===== src/rtl/cdc_hs_src.sv =====
`default_nettype none
// ============================================================================
// cdc_hs_src : source side of a 4-phase req/ack CDC handshake with held data
// Revision   : 1.0
// ============================================================================
module cdc_hs_src #(
   parameter int DATA_WIDTH = 8,
   parameter int CNT_WIDTH  = 16
) (
   input  logic                  clk_i,
   input  logic                  rst_ni,
   input  logic                  valid_i,
   input  logic [DATA_WIDTH-1:0] data_i,
   output logic                  ready_o,
   output logic                  req_o,
   output logic [DATA_WIDTH-1:0] data_o,
   input  logic                  ack_i,
   output logic                  busy_o,
   output logic                  done_o,
   output logic [CNT_WIDTH-1:0]  xfer_cnt_o
);

   typedef enum logic [1:0] {
      IDLE   = 2'd0,
      REQ_HI = 2'd1,
      REQ_LO = 2'd2
   } state_t;

   state_t                r_state;
   logic                  r_ack_meta;
   logic                  r_ack_s;
   logic                  r_req;
   logic                  r_done;
   logic [DATA_WIDTH-1:0] r_data;
   logic [CNT_WIDTH-1:0]  r_cnt;
   logic                  w_ready;

   // ack_i is asynchronous to clk_i; only r_ack_s may be used by the FSM
   always_ff @(posedge clk_i or negedge rst_ni) begin
      if (!rst_ni) begin
         r_ack_meta <= 1'b0;
         r_ack_s    <= 1'b0;
      end else begin
         r_ack_meta <= ack_i;
         r_ack_s    <= r_ack_meta;
      end
   end

   // A stale ack left over from before reset blocks new words until it clears
   assign w_ready = (r_state == IDLE) && !r_ack_s;

   always_ff @(posedge clk_i or negedge rst_ni) begin
      if (!rst_ni) begin
         r_state <= IDLE;
         r_req   <= 1'b0;
         r_done  <= 1'b0;
         r_data  <= '0;
         r_cnt   <= '0;
      end else begin
         r_done <= 1'b0;
         case (r_state)
            IDLE: begin
               if (valid_i && w_ready) begin
                  r_data  <= data_i;
                  r_req   <= 1'b1;
                  r_state <= REQ_HI;
               end
            end
            REQ_HI: begin
               if (r_ack_s) begin
                  r_req   <= 1'b0;
                  r_done  <= 1'b1;
                  r_state <= REQ_LO;
               end
            end
            REQ_LO: begin
               if (!r_ack_s) begin
                  r_cnt   <= r_cnt + CNT_WIDTH'(1);
                  r_state <= IDLE;
               end
            end
            default: begin
               r_req   <= 1'b0;
               r_state <= IDLE;
            end
         endcase
      end
   end

   assign ready_o    = w_ready;
   assign req_o      = r_req;
   assign data_o     = r_data;
   assign busy_o     = (r_state != IDLE);
   assign done_o     = r_done;
   assign xfer_cnt_o = r_cnt;

endmodule
`default_nettype wire

===== config.mk =====
export PLATFORM = sky130hd
export DESIGN_NAME = cdc_hs_src
export DESIGN_NICKNAME = d
export VERILOG_FILES = /design/src/rtl/cdc_hs_src.sv
export SDC_FILE = /design/constraint.sdc
export NUM_CORES = 1
export LEC_CHECK = 0
export CORE_AREA = 2 2 54 56
export CTS_CLUSTER_SIZE = 12
export DETAILED_ROUTE_END_ITERATION = 10
export DIE_AREA = 0 0 56 58
export GPL_ROUTABILITY_DRIVEN = 1
export HOLD_SLACK_MARGIN = 0.08
export PLACE_DENSITY_LB_ADDON = 0.15
export SLEW_MARGIN = 20
export SYNTH_ARGS = -nofsm -noshare
export SYNTH_HDL_FRONTEND = slang
export SYNTH_SLANG_ARGS = --single-unit

===== constraint.sdc =====
create_clock -name clk_i -period 2.3 [get_ports clk_i]
set_clock_uncertainty 0.1 [all_clocks]
set_input_delay 0.46 -clock clk_i [delete_from_list [all_inputs] [get_ports clk_i]]
set_output_delay 0.46 -clock clk_i [all_outputs]
set_load 0.01 [all_outputs]

==> metrics.md <==
| Metric | Value |
|---|---|
| Total routed wirelength | 2.22 mm |
| Vias post-DR | 836 |
| Routability cong. | 0.763 |
| I/O Buffers | 39 |
| Share of cells above drive strength 1 | 0.0870 |
| Reg-to-reg slack, setup | 0.55 ns |
| DR iter-0 viols | 19 |
| Grt ovf | 0 |
| Post-CTS Setup Bufs | 0 |
| WHS Endpoint | r_ack_s |
| DP Area | 1660 um^2 |
| PD cells | 789 nW/um^2 |
| Max incr delay on CP | 0.48 ns |
| Initial core utilization | 0.461 |
| Worst R2R Path Depth | 4 |
| Ant diodes | 0 |
| Top post-synthesis cells by area | dfrtp_1, mux2_1, xnor2_1 |
| Outcome | completed |
| Power consumption | 1.36 mW |
| Largest net degree at the start of global routing | 31 |
| Fin Setup TNS | 0 ns |
| Global Route Usage Sum | 0.165 |
| Sink Count | 30 |
| Avg Cell Area, Syn | 13.5 um^2 |
| Cell count after synthesis | 91 |
| CP max-delay cell | clkdlybuf4s50_1 |
| Final hold vios | 0 |
| Most common cell after layout, fill and taps aside | clkdlybuf4s50_1 |
| Vias in the first global route | 885 |
| Yosys top cell by area | dfrtp_1 |
| Syn_nets | 104 |
| Area Growth Syn to Fin | 40.2% |
| Hold path cells | 0 |
| Total of max-cap violations | 0 |
| Routed wire per std cell | 13.1 um |
| Die Height | 58 um |
| DR pass1 iterations | 2 |
| Worst r2r dst | data_o[3] |
| CTS tree | built |
| Final min period | 2.08 ns |
| Antenna violations before repair | 0 |
| Worst vdd ir | 0.565 mV |
| Crit share post-route | 0.906 |
| CP top delay family | buffers and inverters |
| CP Cell Sequence | or2_1, clkdlybuf4s50_1 |
| Row cnt | 19 |
| Crit-path max FO | 8 |
| Count of final max-slew check failures | 0 |
| Worst Path Required | 1.74 ns |
| Top achievable clock speed | 480 MHz |
| Synth top area share | 0.612 |
| Skew-Pair Late Insertion Delay | 0.33 ns |
| Vias per cell | 4.95 |
| Post-synthesis register bit count | 30 |
| Crit path launch type | register |
| Ports | 40 |
| Tightest Pin Transition | 0.424 ns |
| Worst Setup Path Type | register to primary output |
| Total Nets Final | 150 |
| Sequential share of the synthesized area | 0.612 |
| Die area | 3250 um^2 |
| H-tree depth | 2 |
| Num CTS Buffers | 5 |
| Buffers and inverters on the worst path | 1 |
| Post-route ant nets | 0 |
| Final setup violating endpoints | 0 |
| Worst reg2reg path startpoint | r_state[0] |
| RSZ-0062 raised after global routing | no |
| Critical Path Sink Type | primary output |
| HPWL after DPL | 1.64 mm |
| Leak | 0.767 nW |
| Worst Hold Class | register to register |
| Area of the mapped netlist | 1230 um^2 |
| WHS | 0.255 ns |
| Die width | 56 um |
| CTS Root Cell | clkbuf_4 |
| Fin area | 1720 um^2 |
| Rel. slew slack | 0.717 |
| Clock Tree Buf Depth | 2 |
| Most frequent cells in the layout | clkdlybuf4s50_1, dfrtp_1, xnor2_1, mux2_1, xor2_1 |
| First-pass GRT wire length | 3.97 mm |
| Hold Path Origin | r_ack_meta |
| CP Data Arrival Time | 1.52 ns |
| Critical path depth in cells | 2 |
| Clock-pin slew on the worst setup and hold paths | 0.09 ns |
| DRC Markers | 0 |
| Library cells used by synthesis | 25 |
| Synth warn | 0 |
| Core ar. | 2660 um^2 |
## cell families after synthesis
group                    synth area share
buffers and inverters             0.00917
AND/OR/NAND/NOR                     0.158
XOR/XNOR                            0.114
adder cells (fa/ha/maj)            0.0102
flip-flops                          0.612
multiplexers                       0.0826
AO/OA/AOI/OAI                      0.0143
## through the flow
step	instances	setup WS, ns	utilization
after detailed placement	161	0.368	0.622
after CTS	169	0.0166	0.645
after global placement	161	0.384	0.622
after floorplan	91	0.559	-
after global routing	169	0.160	0.646
final	169	0.217	0.646
## worst register-to-register path, delay by kind of cell (launching register included)
kind / cells / cell delay (ns)
flops: 1 / 0.46
simple gates: 3 / 0.70
mux: 1 / 0.37
## synth_stat cells
| cell type | n |
|---|---|
| and4_1 | 1 |
| xnor2_1 | 9 |
| mux2_2 | 1 |
| nor2_1 | 3 |
| nand2_1 | 6 |
| nand4_1 | 3 |
| o21a_1 | 1 |
| ha_1 | 1 |
| nor4_2 | 1 |
| xor2_1 | 7 |
| dfrtp_1 | 30 |
| inv_1 | 1 |
| buf_4 | 1 |
| and2_1 | 2 |
| o21ai_0 | 1 |
| nor4_4 | 1 |
| nand4bb_1 | 2 |
| nand3_1 | 4 |
| and3_1 | 1 |
| and3b_1 | 1 |
| a21oi_1 | 1 |
| mux2_1 | 8 |
| nor3b_1 | 1 |
| or2_1 | 1 |
| nor3_1 | 3 |
## power breakdown
part	switching, mW	internal (mW)	leakage [nW]
clock network	0.173	0.148	0.0353
logic	0.129	0.219	0.348
registers	0.0768	0.612	0.384
## flip-flops by register name (all words and copies together), names as in the netlist
name        flops
done_o          1
r_state         2
r_ack_s         1
xfer_cnt_o     16
r_ack_meta      1
req_o           1
data_o          8
## cell type report
class,count,area (um^2)
clock buffer,7,55.1
clock inverter,1,5.00
fill,235,942
inverter,1,3.75
multi-input combinational,59,465
sequential,30,752
tap,31,38.8
timing repair buffer,40,400
## timing repair
item                                    CTS  global route
endpoints found under the hold margin     0             0
hold buffers                              0             0
endpoints found under the setup margin    1             1
gates resized for setup                   1             1
## metal layers
| layer | up-vias | global-route usage | routed length (um) |
|---|---|---|---|
| met5 | - | 0 | 0 |
| met4 | 0 | 0.122 | 77 |
| met3 | 7 | 0.0491 | 121 |
| met2 | 29 | 0.249 | 1010 |
| met1 | 390 | 0.201 | 1010 |
| li1 | 410 | - | - |
## how the worst max path moves through the flow
| stage | start | to | slack, ns |
|---|---|---|---|
| 3_5_place_dp | valid_i | data_o[3] | 0.37 |
| 2_1_floorplan | r_state[0] | data_o[0] | 0.56 |
| 4_1_cts | r_state[0] | ready_o | 0.02 |
| 6_report | r_state[0] | busy_o | 0.22 |
| 5_1_grt | r_state[0] | busy_o | 0.16 |
| 3_3_place_gp | r_state[0] | ready_o | 0.38 |
Note: power is estimated with default switching activity, not from simulation.
